File: config.mk
export PLATFORM = sky130hd
export DESIGN_NAME = unified_memory_arbiter_flat
export DESIGN_NICKNAME = d
export VERILOG_FILES = /design/src/rtl/unified_memory_arbiter_if.sv /design/src/rtl/unified_memory_arbiter.sv /design/src/flat_wrapper.sv
export SDC_FILE = /design/constraint.sdc
export NUM_CORES = 1
export LEC_CHECK = 0
export BUFFER_PORTS_ARGS = -buffer_cell sky130_fd_sc_hd__buf_2
export CAP_MARGIN = 30
export CORE_AREA = 3 3 157 121
export DETAILED_ROUTE_END_ITERATION = 12
export DIE_AREA = 0 0 160 124
export PLACE_DENSITY = 0.44
export SLEW_MARGIN = 10
export SYNTH_ARGS = -nofsm -noshare
export SYNTH_HDL_FRONTEND = slang
export SYNTH_SLANG_ARGS = --single-unit
File: constraint.sdc
create_clock -name clk -period 4.8 [get_ports clk]
set_input_delay 1.44 -clock clk [delete_from_list [all_inputs] [get_ports clk]]
set_output_delay 1.44 -clock clk [all_outputs]
set_load 0.005 [all_outputs]
File: src/rtl/unified_memory_arbiter_if.sv
// Request/response bundle between the fetch/LSU requesters, the arbiter and the unified memory.
// The slave view is the arbiter; the master view is the requester-plus-memory side.
interface unified_memory_arbiter_if #(
  parameter int addr_width = 9
);
  logic                  if_req;
  logic [addr_width-1:0] if_address;
  logic [31:0]           if_read_data;
  logic                  if_done;
  logic                  if_error;

  logic                  dm_req;
  logic                  dm_write_enable;
  logic                  dm_word;
  logic                  dm_half;
  logic                  dm_single_byte;
  logic [addr_width-1:0] dm_address;
  logic [31:0]           dm_write_data;
  logic [31:0]           dm_read_data;
  logic                  dm_done;
  logic                  dm_error;

  logic                  mem_write_enable;
  logic                  mem_word;
  logic                  mem_half;
  logic                  mem_single_byte;
  logic [addr_width-1:0] mem_address;
  logic [31:0]           mem_write_data;
  logic [31:0]           mem_read_data;

  modport slave (
    input  if_req, if_address,
    output if_read_data, if_done, if_error,
    input  dm_req, dm_write_enable, dm_word, dm_half, dm_single_byte, dm_address, dm_write_data,
    output dm_read_data, dm_done, dm_error,
    output mem_write_enable, mem_word, mem_half, mem_single_byte, mem_address, mem_write_data,
    input  mem_read_data
  );

  modport master (
    output if_req, if_address,
    input  if_read_data, if_done, if_error,
    output dm_req, dm_write_enable, dm_word, dm_half, dm_single_byte, dm_address, dm_write_data,
    input  dm_read_data, dm_done, dm_error,
    input  mem_write_enable, mem_word, mem_half, mem_single_byte, mem_address, mem_write_data,
    output mem_read_data
  );
endinterface

File: src/rtl/unified_memory_arbiter.sv
// Single-owner sequencer for the shared instruction/data memory port: round-robin between
// fetch and load/store, alignment/size checking, registered read data and one-cycle done pulses.
module unified_memory_arbiter #(
  parameter int num_thirty_two_bit_words = 128,
  parameter int addr_width = $clog2(num_thirty_two_bit_words * 4)
) (
  input logic                    clk,
  input logic                    reset,
  unified_memory_arbiter_if.slave bus
);

  typedef enum logic [1:0] {IDLE = 2'd0, ACCESS = 2'd1, RESP = 2'd2} state_t;

  state_t                state_q, state_d;
  logic                  last_grant_q, last_grant_d;   // 1 = DM held the port last
  logic                  sel_dm_q, sel_dm_d;
  logic                  mem_we_q, mem_we_d;
  logic                  mem_word_q, mem_word_d;
  logic                  mem_half_q, mem_half_d;
  logic                  mem_byte_q, mem_byte_d;
  logic [addr_width-1:0] mem_addr_q, mem_addr_d;
  logic [31:0]           mem_wdata_q, mem_wdata_d;
  logic                  if_done_q, if_done_d;
  logic                  if_error_q, if_error_d;
  logic                  dm_done_q, dm_done_d;
  logic                  dm_error_q, dm_error_d;
  logic [31:0]           if_rdata_q, if_rdata_d;
  logic [31:0]           dm_rdata_q, dm_rdata_d;

  logic pick_dm;
  logic if_illegal;
  logic dm_illegal;

  // On conflict the requester that did not hold the port last wins.
  assign pick_dm    = bus.dm_req && (!bus.if_req || !last_grant_q);
  assign if_illegal = bus.if_address[1:0] != 2'b00;
  assign dm_illegal = !$onehot({bus.dm_word, bus.dm_half, bus.dm_single_byte})
                    || (bus.dm_word && (bus.dm_address[1:0] != 2'b00))
                    || (bus.dm_half && bus.dm_address[0]);

  always_comb begin
    state_d      = state_q;
    last_grant_d = last_grant_q;
    sel_dm_d     = sel_dm_q;
    mem_we_d     = 1'b0;
    mem_word_d   = 1'b0;
    mem_half_d   = 1'b0;
    mem_byte_d   = 1'b0;
    mem_addr_d   = '0;
    mem_wdata_d  = '0;
    if_done_d    = 1'b0;
    if_error_d   = 1'b0;
    dm_done_d    = 1'b0;
    dm_error_d   = 1'b0;
    if_rdata_d   = if_rdata_q;
    dm_rdata_d   = dm_rdata_q;
    unique case (state_q)
      IDLE: begin
        if (bus.if_req || bus.dm_req) begin
          sel_dm_d     = pick_dm;
          last_grant_d = pick_dm;
          if (pick_dm ? dm_illegal : if_illegal) begin
            // Illegal requests skip the memory cycle and report straight away.
            state_d    = RESP;
            if_done_d  = !pick_dm;
            if_error_d = !pick_dm;
            dm_done_d  = pick_dm;
            dm_error_d = pick_dm;
          end else begin
            state_d     = ACCESS;
            mem_we_d    = pick_dm && bus.dm_write_enable;
            mem_word_d  = pick_dm ? bus.dm_word : 1'b1;
            mem_half_d  = pick_dm && bus.dm_half;
            mem_byte_d  = pick_dm && bus.dm_single_byte;
            mem_addr_d  = pick_dm ? bus.dm_address : bus.if_address;
            mem_wdata_d = pick_dm ? bus.dm_write_data : 32'h0;
          end
        end
      end
      ACCESS: begin
        state_d   = RESP;
        if_done_d = !sel_dm_q;
        dm_done_d = sel_dm_q;
        if (!mem_we_q) begin
          if (sel_dm_q) dm_rdata_d = bus.mem_read_data;
          else          if_rdata_d = bus.mem_read_data;
        end
      end
      RESP:    state_d = IDLE;
      default: state_d = IDLE;
    endcase
  end

  always_ff @(posedge clk or posedge reset) begin
    if (reset) begin
      state_q      <= IDLE;
      last_grant_q <= 1'b0;
      sel_dm_q     <= 1'b0;
      mem_we_q     <= 1'b0;
      mem_word_q   <= 1'b0;
      mem_half_q   <= 1'b0;
      mem_byte_q   <= 1'b0;
      mem_addr_q   <= '0;
      mem_wdata_q  <= '0;
      if_done_q    <= 1'b0;
      if_error_q   <= 1'b0;
      dm_done_q    <= 1'b0;
      dm_error_q   <= 1'b0;
      if_rdata_q   <= '0;
      dm_rdata_q   <= '0;
    end else begin
      state_q      <= state_d;
      last_grant_q <= last_grant_d;
      sel_dm_q     <= sel_dm_d;
      mem_we_q     <= mem_we_d;
      mem_word_q   <= mem_word_d;
      mem_half_q   <= mem_half_d;
      mem_byte_q   <= mem_byte_d;
      mem_addr_q   <= mem_addr_d;
      mem_wdata_q  <= mem_wdata_d;
      if_done_q    <= if_done_d;
      if_error_q   <= if_error_d;
      dm_done_q    <= dm_done_d;
      dm_error_q   <= dm_error_d;
      if_rdata_q   <= if_rdata_d;
      dm_rdata_q   <= dm_rdata_d;
    end
  end

  assign bus.mem_write_enable = mem_we_q;
  assign bus.mem_word         = mem_word_q;
  assign bus.mem_half         = mem_half_q;
  assign bus.mem_single_byte  = mem_byte_q;
  assign bus.mem_address      = mem_addr_q;
  assign bus.mem_write_data   = mem_wdata_q;
  assign bus.if_done          = if_done_q;
  assign bus.if_error         = if_error_q;
  assign bus.if_read_data     = if_rdata_q;
  assign bus.dm_done          = dm_done_q;
  assign bus.dm_error         = dm_error_q;
  assign bus.dm_read_data     = dm_rdata_q;

endmodule

File: src/flat_wrapper.sv
// flat-port wrapper written by rule: the top's interface ports become plain ports
module unified_memory_arbiter_flat 
#(
  parameter int num_thirty_two_bit_words = 128,
  parameter int addr_width = $clog2(num_thirty_two_bit_words * 4)
)
  (clk, reset, bus_if_req, bus_if_address, bus_if_read_data, bus_if_done, bus_if_error, bus_dm_req, bus_dm_write_enable, bus_dm_word, bus_dm_half, bus_dm_single_byte, bus_dm_address, bus_dm_write_data, bus_dm_read_data, bus_dm_done, bus_dm_error, bus_mem_write_enable, bus_mem_word, bus_mem_half, bus_mem_single_byte, bus_mem_address, bus_mem_write_data, bus_mem_read_data);
  unified_memory_arbiter_if #(.addr_width(addr_width)) bus_i ();
  input logic clk;
  input logic reset;
  input wire logic [$bits(bus_i.if_req)-1:0] bus_if_req;
  input wire logic [$bits(bus_i.if_address)-1:0] bus_if_address;
  output wire logic [$bits(bus_i.if_read_data)-1:0] bus_if_read_data;
  output wire logic [$bits(bus_i.if_done)-1:0] bus_if_done;
  output wire logic [$bits(bus_i.if_error)-1:0] bus_if_error;
  input wire logic [$bits(bus_i.dm_req)-1:0] bus_dm_req;
  input wire logic [$bits(bus_i.dm_write_enable)-1:0] bus_dm_write_enable;
  input wire logic [$bits(bus_i.dm_word)-1:0] bus_dm_word;
  input wire logic [$bits(bus_i.dm_half)-1:0] bus_dm_half;
  input wire logic [$bits(bus_i.dm_single_byte)-1:0] bus_dm_single_byte;
  input wire logic [$bits(bus_i.dm_address)-1:0] bus_dm_address;
  input wire logic [$bits(bus_i.dm_write_data)-1:0] bus_dm_write_data;
  output wire logic [$bits(bus_i.dm_read_data)-1:0] bus_dm_read_data;
  output wire logic [$bits(bus_i.dm_done)-1:0] bus_dm_done;
  output wire logic [$bits(bus_i.dm_error)-1:0] bus_dm_error;
  output wire logic [$bits(bus_i.mem_write_enable)-1:0] bus_mem_write_enable;
  output wire logic [$bits(bus_i.mem_word)-1:0] bus_mem_word;
  output wire logic [$bits(bus_i.mem_half)-1:0] bus_mem_half;
  output wire logic [$bits(bus_i.mem_single_byte)-1:0] bus_mem_single_byte;
  output wire logic [$bits(bus_i.mem_address)-1:0] bus_mem_address;
  output wire logic [$bits(bus_i.mem_write_data)-1:0] bus_mem_write_data;
  input wire logic [$bits(bus_i.mem_read_data)-1:0] bus_mem_read_data;
  assign bus_i.if_req = bus_if_req;
  assign bus_i.if_address = bus_if_address;
  assign bus_if_read_data = bus_i.if_read_data;
  assign bus_if_done = bus_i.if_done;
  assign bus_if_error = bus_i.if_error;
  assign bus_i.dm_req = bus_dm_req;
  assign bus_i.dm_write_enable = bus_dm_write_enable;
  assign bus_i.dm_word = bus_dm_word;
  assign bus_i.dm_half = bus_dm_half;
  assign bus_i.dm_single_byte = bus_dm_single_byte;
  assign bus_i.dm_address = bus_dm_address;
  assign bus_i.dm_write_data = bus_dm_write_data;
  assign bus_dm_read_data = bus_i.dm_read_data;
  assign bus_dm_done = bus_i.dm_done;
  assign bus_dm_error = bus_i.dm_error;
  assign bus_mem_write_enable = bus_i.mem_write_enable;
  assign bus_mem_word = bus_i.mem_word;
  assign bus_mem_half = bus_i.mem_half;
  assign bus_mem_single_byte = bus_i.mem_single_byte;
  assign bus_mem_address = bus_i.mem_address;
  assign bus_mem_write_data = bus_i.mem_write_data;
  assign bus_i.mem_read_data = bus_mem_read_data;
  unified_memory_arbiter #(.num_thirty_two_bit_words(num_thirty_two_bit_words), .addr_width(addr_width)) u_core (.clk(clk), .reset(reset), .bus(bus_i));
endmodule
Word-level counts from Yosys, hierarchy flattened
Cells that the tools add are included.
{"block": "classes", "bitwise": 2, "add_sub_neg": 2, "n_mux": 33, "n_reduce_logical": 20, "eq_ne": 3}
{"operator": "32-bit 2-to-1 mux", "n": 4}
{"operator": "9-bit 2-to-1 mux", "n": 4}
{"operator": "1-bit 2-to-1 mux", "n": 20}
{"operator": "1-bit logical AND", "n": 6}
{"operator": "3-bit AND reduction", "n": 2}
{"operator": "2-bit by 1-bit equality test with 1-bit output, second input constant", "n": 2}
{"operator": "1-bit zero test", "n": 4}
{"operator": "1-bit logical OR", "n": 4}
{"operator": "2-bit 2-to-1 mux", "n": 2}
{"operator": "1-bit one-hot mux with 2 select lines", "n": 2}
{"operator": "2-bit one-hot mux with 2 select lines", "n": 1}
{"operator": "2-bit nonzero test", "n": 2}
{"operator": "1-bit by 1-bit adder with 2-bit output", "n": 1}
{"operator": "2-bit by 1-bit adder with 2-bit output", "n": 1}
{"operator": "2-bit zero test", "n": 1}
{"operator": "2-bit by 1-bit != test with 1-bit output, second input constant", "n": 1}
{"operator": "1-bit inverter", "n": 2}
{"operator": "2-bit AND reduction", "n": 1}
{"block": "word_totals", "reg_bits": 116, "wordCells": 74, "inputBits": 90}

Logic depth before layout (Yosys ltp)
Gate-level depths: netlist of the first run.
{"block": "depth", "word_depth": 10, "depth_mapped": 6, "depth_no_buf": 4}

Worst setup path before layout of the first run
Ideal clock, no wire load.
{"block": "synth_path", "kind": "input -> register", "startpoint": "in bus_dm_single_byte", "endpoint": "reg u_core.mem_wdata_q[10] (netlist: u_core.bus.mem_write_data[10])", "path_slack_ns": 1.978, "stages": 6, "n_path_buf": 2, "required_time_ns": 4.734, "arrival_time_ns": 2.756, "cell_sequence": "fa_1 nor2b_1 clkbuf_2 o2111a_4 buf_6 and2_1"}
{"block": "synth_between", "elab_chain_len": 10}
{"element": "start: declaration", "line": "flat_wrapper.sv:20", "source": "input wire logic [$bits(bus_i.dm_single_byte)-1:0] bus_dm_single_byte;"}
{"element": "1-bit by 1-bit adder with 2-bit output (not written as such)", "line": "unified_memory_arbiter.sv:37", "source": "assign dm_illegal = !$onehot({bus.dm_word, bus.dm_half, bus.dm_single_byte})"}
{"element": "2-bit by 1-bit adder with 2-bit output (not written as such)", "line": "unified_memory_arbiter.sv:37"}
{"element": "2-bit by 1-bit equality test with 1-bit output", "line": "unified_memory_arbiter.sv:37"}
{"element": "1-bit zero test", "line": "unified_memory_arbiter.sv:37"}
{"element": "1-bit logical OR", "line": "unified_memory_arbiter.sv:38", "source": "|| (bus.dm_word && (bus.dm_address[1:0] != 2'b00))"}
{"element": "1-bit logical OR", "line": "unified_memory_arbiter.sv:39", "source": "|| (bus.dm_half && bus.dm_address[0]);"}
{"element": "1-bit 2-to-1 mux", "line": "unified_memory_arbiter.sv:62", "source": "if (pick_dm ? dm_illegal : if_illegal) begin"}
{"element": "32-bit 2-to-1 mux", "line": "unified_memory_arbiter.sv:62"}
{"element": "32-bit 2-to-1 mux", "line": "unified_memory_arbiter.sv:59", "source": "if (bus.if_req || bus.dm_req) begin"}
{"element": "32-bit 2-to-1 mux", "line": "unified_memory_arbiter.sv:57", "source": "unique case (state_q)"}
{"element": "via u_core.mem_wdata_d[10]", "line": "unified_memory_arbiter.sv:22", "source": "logic [31:0] mem_wdata_q, mem_wdata_d;"}
{"element": "end signal: assignment", "line": "unified_memory_arbiter.sv:120", "source": "mem_wdata_q <= mem_wdata_d;"}
{"element": "end: declaration", "line": "unified_memory_arbiter.sv:22"}
The timed path passes the listed nets, and every way through them passes these cells.
A chain may end at the register's enable or synchronous reset.

Worst setup path after layout of the first run
{"block": "layout_path", "startpoint": "in bus_dm_single_byte", "endpoint": "reg u_core.mem_wdata_q[20] (netlist: u_core.bus.mem_write_data[20])"}
Same word-level chain as after synthesis.

==> impl_results.md, run 1 <==
* LEAKAGE at 3.182 nW
* Tot Pwr at approximately 3.6 mW
* Final min period at between 2 and 3 ns
* Max-capacitance violation count at 0
* Setup crit start kind: input pin
* Worst setup path class: input pin to flip-flop
* Root buffer cell: clkbuf_16
* WHS at just under 0.5 ns
* Final period util at 0.5567
* Commonest non-fill, non-tap cell in the layout: buf_2
* Worst Skew at about 0.0073 ns
* Most frequent cells in the layout: buf_2 (202), dfrtp_1 (116), mux2_2 (62)
* Die ar. at 0.01984 mm^2
* Drt first pass iters at 4
* Avg Cell Area, Syn at approximately 15 um^2
* Initial Utilization at 0.2479
* Post-CTS resize count at 0
* Share of cells above drive strength 1 at 0.6107
* Mapped Area at 0.004352 mm^2
* Flop-to-flop setup slack at 2.64 ns
* Longest Clk Path Bufs at 2
* Highest Clock Rate at 374.2 MHz
* Final setup vio count at 0
* GPL Wtd Cong at between 0.7 and 0.8
* Final setup TNS at 0 ns
* Largest net degree at the start of global routing at 64
* Vias in the first global route at between 3000 and 4000
* Syn-to-layout area delta at 42.21%
* Slew HR at 0.5399
* Drt wl/cell at around 15 um
* Slowest-stage cell, CP: fa_1
* Worst slew pin tran at 0.6901 ns
* CTS tree: done
* Worst vdd ir at 188.9 uV
* Post-DP HPWL at 8.107 mm
* Via count at 3068
* Initial antenna violation count at 0
* Routed WL at 11.39 mm
* # diodes at 0
* Cts bufs inserted at 17
* Pwr Density at ~580 mW/mm^2
* Clk sinks at 116
* Vias per Instance at 4.102
* CP Max Fanout at 37
* Die width at around 160 um
* Yosys cell types at 33
* Synth area leader: dfrtp_1
* DRC Markers at 0
* FP Rows at 42
* Worst EP required at 5.15 ns
* Synth warn at 0
* Status: complete, no violations
* Hold Crit Class: flip-flop to flip-flop
* Post-route antenna net violation count at 0
* Post-Synthesis Cells at 281
* # fillers at 1765
* Chip height at 124 um
* Yosys top cell area share at 0.6671
* Num ports at slightly above 200
* Clock insertion delay at the later pin of the skew report at between 0.4 and 0.5 ns
* Top cells by area, synth: dfrtp_1 (67%), mux2_2 (16%), and2_1 (5.3%), buf_6 (1.6%), o2111ai_1 (1.4%)
* Register area share after synthesis at 0.6671
* Final nets at 585
* Slowest stage delay, CP at between 0.5 and 0.6 ns
* First-pass GRT wire length at 17.96 mm
* Worst-path clk slew at 0.06 ns
* Core area at between 0.015 and 0.02 mm^2
* PortBufs at 202
* Setup ws final at around 2.1 ns
* Post-CTS setup buffers at 0
* Post-CTS Hold Fix Bufs at 0
* CP Data Arrival Time at roughly 3.0 ns
* Synthesized net count at 372
* Dpl ws at 1.662 ns
* DR iter-0 viols at 135
* Design Area, Final at 0.006188 mm^2
* Crit end category: flip-flop
* Yosys reg bits at 116
* Largest delay share family, worst path: adder cells
* Post-DP Area at 0.005605 mm^2
* H-tree depth at 4
* Grt ovf at 0
* All-Layer GR Usage at 0.1195
* Buf/Inv on CP at 2
* Max-slew violations at 0
* RSZ-0062 raised after global routing: false
* Final hold viol count at 0
* Worst path cell trace: buf_2 -> fa_1 -> nor2b_1 -> buf_4 -> o2111a_4 -> and2_1
-- synth_stat cells, drive strengths merged --
master,instances
and3,1
o41ai,1
and2,37
inv,1
nor2b,2
a31o,1
buf,11
a31oi,1
a21oi,12
fa,1
a32o,1
nand2,7
nand3,1
nor3,1
nor3b,1
o2111a,1
o2111ai,7
clkbuf,1
nand2b,2
or4,1
a21boi,1
dfrtp,116
o21ai,1
o221ai,1
nor2,5
mux2,64
a21bo,1
nor4b,1
-- layer usage --
metal / GRT usage / part of all wire
met2: 0.1817 / 0.44
met3: 0.06483 / 0.10
met5: 0 / 0
met1: 0.1440 / 0.45
met4: 0.04390 / 0.012
-- final timing paths --
kind,startpoint,cells after the start,endpoint
max in group asynchronous,reset,3,u_core.bus.if_read_data[8]
max reg2reg,u_core.last_grant_q,3,u_core.bus.dm_read_data[0]
min reg2reg,u_core.bus.if_read_data[25],1,u_core.bus.if_read_data[25]
max,bus_dm_single_byte,6,u_core.bus.mem_write_data[20]
min in group asynchronous,reset,2,u_core.bus.dm_read_data[31]
min,u_core.bus.if_read_data[25],1,u_core.bus.if_read_data[25]
-- worst register-to-register path: stages (launching register included) --
cell     delay, ns
dfrtp_1       0.56
nor3b_4       0.63
buf_4         0.46
mux2_2        0.39
-- power by group --
part | internal, mW | switching (mW) | leakage (nW) | total (mW)
registers | 1.29 | 0.154 | 1.49 | 1.44
logic | 0.502 | 0.366 | 1.41 | 0.868
clock network | 0.789 | 0.460 | 0.285 | 1.25
total | 2.58 | 0.981 | 3.18 | 3.56
-- flip-flops by register name, summed over array words and instances (netlist names), 2 cells and up --
signal and count:
u_core.bus.mem_write_data 32, u_core.bus.dm_read_data 32, u_core.bus.mem_address 9, u_core.bus.if_read_data 32, u_core.state_q 2
-- logic make-up after synthesis --
logic type	after synthesis	share of synthesized area
AND/OR/NAND/NOR	59	0.08540
adder cells (fa/ha/maj)	1	0.004601
AO/OA/AOI/OAI	28	0.05233
multiplexers	64	0.1656
flip-flops	116	0.6670
buffers and inverters	13	0.02501
-- final cells by class --
cell class | instances | area [um^2] | area share
sequential | 116 | 2903 | 0.4691
clock buffer | 19 | 452.9 | 0.07319
multi-input combinational | 152 | 1340 | 0.2165
timing repair buffer | 206 | 1054 | 0.1702
tap | 242 | 302.8 | 0.04893
clock inverter | 12 | 130.1 | 0.02103
inverter | 1 | 6.256 | 0.001011
-- per-stage QoR --
stage	cells	utilization
global route	748	0.3526
floorplan	281	-
detailed placement	717	0.3194
global placement	717	0.3194
finish	748	0.3526
CTS	748	0.3526
Power figures use the tool's default switching activity.
==> run 2, diff against run 1 <==
--- a/config.mk
+++ b/config.mk
@@ -5,6 +5,7 @@
 export SDC_FILE = /design/constraint.sdc
 export NUM_CORES = 1
 export LEC_CHECK = 0
+export ABC_AREA = 1
 export BUFFER_PORTS_ARGS = -buffer_cell sky130_fd_sc_hd__buf_2
 export CAP_MARGIN = 30
 export CORE_AREA = 3 3 157 121
==> constraint.sdc (replaced) <==
create_clock -name clk -period 2.6 [get_ports clk]
set_input_delay 0.78 -clock clk [delete_from_list [all_inputs] [get_ports clk]]
set_output_delay 0.78 -clock clk [all_outputs]
set_load 0.005 [all_outputs]
==> run 2 against run 1 <==
- register-to-register slack lost 1.6 ns
- hold slack worse by 0.012 ns
- combinational power up 95%
- clock skew up 0.0027 ns
- flip-flop and latch count did not move
- count of clock-buffer cells in the layout rose by 2
- global-route usage up 0.52 points
- cell count rose by 20%
- critical path type unchanged
- largest cell class unchanged
==> impl_results.md, run 2 <==
* Sw frac at 0.2902
* Mapped Area at 0.004384 mm^2
* Post-CTS Hold Fix Bufs at 0
* WL met1 at 5.618 mm
* Final setup vio count at 0
* Final nets at 735
* R2R cell count at 6
* Longest Clk Path Bufs at 2
* Synth area leader: dfrtp_1
* DRC Markers at 0
* Ys flop type: dfrtp_1
* Post-DP Area at roughly 0.0057 mm^2
* Design Area, Final at 0.006334 mm^2
* # diodes at 0
* Final min period at 1.881 ns
* Pwr Density at 1123 mW/mm^2
* CTS tree: done
* Final period util at 0.7234
* Synthesized net count at around 530
* Post-Synthesis Cells at 438
* Combinational Power Share at 0.237
* Chip height at around 120 um
* Slew HR at 0.6101
* RSZ-0062 raised after global routing: false
* Hold Crit Class: input pin to asynchronous set/reset pin
* Top sig layer: met5
* Register area share after synthesis at 0.6621
* Worst setup path class: input pin to flip-flop
* All-Layer GR Usage at 0.1248
* Worst vdd ir at 386.0 uV
* Register share of total power at 0.383
* Drt wl/cell at 13.40 um
* Die width at around 160 um
* DR iter-0 viols at about 290
* Internal power at 5.047 mW
* FP Rows at 42
* Most frequent cells in the layout: buf_2 (202), dfrtp_1 (116), nand2_1 (113)
* Worst EP required at 2.93 ns
* GPL Wtd Cong at 0.7194
* Setup crit start kind: input pin
* Max-capacitance violation count at 0
* Highest Clock Rate at approximately 530 MHz
* Worst-path clk slew at 0.05 ns
* Cts bufs inserted at 17
* Status: complete, no violations
* Initial Utilization at 0.2498
* Clk pwr share at 0.379
* Core area at 0.01755 mm^2
* Root buffer cell: clkbuf_16
* Top cells by area, synth: dfrtp_1 (66%), nand2_1 (9.7%), o21ai_0 (8.2%), inv_1 (3.8%), nor2_2 (3.1%)
* Avg Cell Area, Syn at 10.01 um^2
* Syn-to-layout area delta at 44.46%
* Share of cells above drive strength 1 at 0.4214
* Post-CTS resize count at 0
* Num ports at 203
* Most numerous cell in the Yosys netlist: dfrtp_1
* Post-CTS setup buffers at 0
* CP Data Arrival Time at 2.21 ns
* Yosys reg bits at 116
* Met2 WL at 5.075 mm
* Yosys cell types at 20
* Vias per Instance at 3.991
* Clock insertion delay at the later pin of the skew report at 0.41 ns
* PortBufs at 202
* Flop-to-flop setup slack at 1.01 ns
* Post-DP HPWL at 8.401 mm
* Drt first pass iters at 4
* H-tree depth at 4
* First-pass GRT wire length at 19.41 mm
* Die ar. at 0.01984 mm^2
* Worst r2r src: u_core.last_grant_q
* Via count at 3580
* Initial antenna violation count at 1
* Synth warn at 0
* Routed WL at between 10 and 15 mm
* Post-synth EDFFs at 0
* Vias in the first global route at 3710
* LEAKAGE at 3.496 nW
* Final hold viol count at 0
* Post-route antenna net violation count at 0
* NetSw at 2.063 mW
* Clk sinks at 116
* CP Max Fanout at 46
* Worst Skew at between 0.009 and 0.01 ns
* Final setup TNS at 0 ns
* Max-slew violations at 0
* Yosys top cell area share at 0.6621
* # fillers at between 1500 and 2000
* WL met3 at 1.252 mm
* Largest net degree at the start of global routing at between 70 and 80
* Critical Path Start: bus_dm_single_byte
* Commonest cells post-synth: dfrtp_1 (116), nand2_1 (113), o21ai_0 (72)
* Setup crit end: u_core.bus.mem_write_data[6]
* Asr flop ratio synth at 1.000
* Grt ovf at 0
* Crit end category: flip-flop
* Commonest non-fill, non-tap cell in the layout: buf_2
* Worst r2r dst: u_core.bus.mem_address[5]
* Worst slew pin tran at 0.5848 ns
-- run 2: cell types whose count changed in the layout (fill, tap and decap cells not counted), sizes merged, moves of 12 or more --
| cell | delta |
|---|---|
| inv | +41 |
| nand2 | +108 |
| o21ai | +73 |
| and2 | -37 |
| nor2 | +49 |
| a21oi | -12 |
| mux2 | -64 |
-- run 2: cell families after synthesis --
kind of cell             synth area share
AND/OR/NAND/NOR                    0.1798
flip-flops                         0.6621
AO/OA/AOI/OAI                     0.08818
buffers and inverters             0.06535
adder cells (fa/ha/maj)          0.004566
-- run 2: cell type report --
class / count / area [um^2] / area share
Clock buffer: 21 / 480.5 / 0.07586
Clock inverter: 9 / 198.9 / 0.03141
Multi-Input combinational cell: 256 / 1195 / 0.1887
Tap cell: 242 / 302.8 / 0.04781
Timing Repair Buffer: 208 / 1081 / 0.1707
Inverter: 45 / 172.7 / 0.02726
Sequential cell: 116 / 2903 / 0.4583
-- run 2: worst max-delay path, cell delays in order --
cell and delay (ns):
buf_2 0.12, fa_1 0.53, nand2_1 0.05, nor2_1 0.09, nand2_1 0.10, nand2_4 0.10
nand3_4 0.07, buf_12 0.20, nor2_1 0.14
-- run 2: layer usage --
metal | vias up | GRT usage
met5 | - | 0
met4 | 2 | 0.04824
met3 | 7 | 0.06782
met2 | 152 | 0.1730
met1 | 1655 | 0.1625
li1 | 1764 | -
-- run 2: power by group through the flow --
stage / combinational [mW] / sequential, mW / clock, mW
floorplan: 0.771 / 2.78 / 0
global placement: 1.70 / 2.73 / 0
detailed placement: 1.73 / 2.75 / 0
CTS: 1.73 / 2.73 / 2.76
global route: 1.95 / 2.80 / 2.85
finish: 1.69 / 2.72 / 2.70
-- run 2: per-stage QoR --
step / util / setup WS [ns] / hold slack, ns / instances / power, mW
final: 0.3609 / 0.7193 / 0.4785 / 897 / 7.110
after CTS: 0.3609 / 0.7516 / 0.4827 / 897 / 7.222
after global placement: 0.3221 / 0.3557 / 0.4614 / 867 / 4.427
after detailed placement: 0.3221 / 0.3198 / 0.4685 / 867 / 4.477
after global routing: 0.3609 / 0.6345 / 0.4983 / 897 / 7.594
after floorplan: - / 0.4066 / 0.4763 / 438 / 3.554
-- run 2: worst min-delay path by stage --
stage	startpoint	end	slack [ns]
final	reset	u_core.bus.if_read_data[6]	0.48
after floorplan	u_core.bus.dm_read_data[0]	u_core.bus.dm_read_data[0]	0.48
after CTS	u_core.bus.dm_read_data[5]	u_core.bus.dm_read_data[5]	0.48
after detailed placement	u_core.bus.dm_read_data[5]	u_core.bus.dm_read_data[5]	0.47
after global placement	u_core.bus.if_read_data[10]	u_core.bus.if_read_data[10]	0.46
after global routing	reset	u_core.bus.dm_read_data[31]	0.50
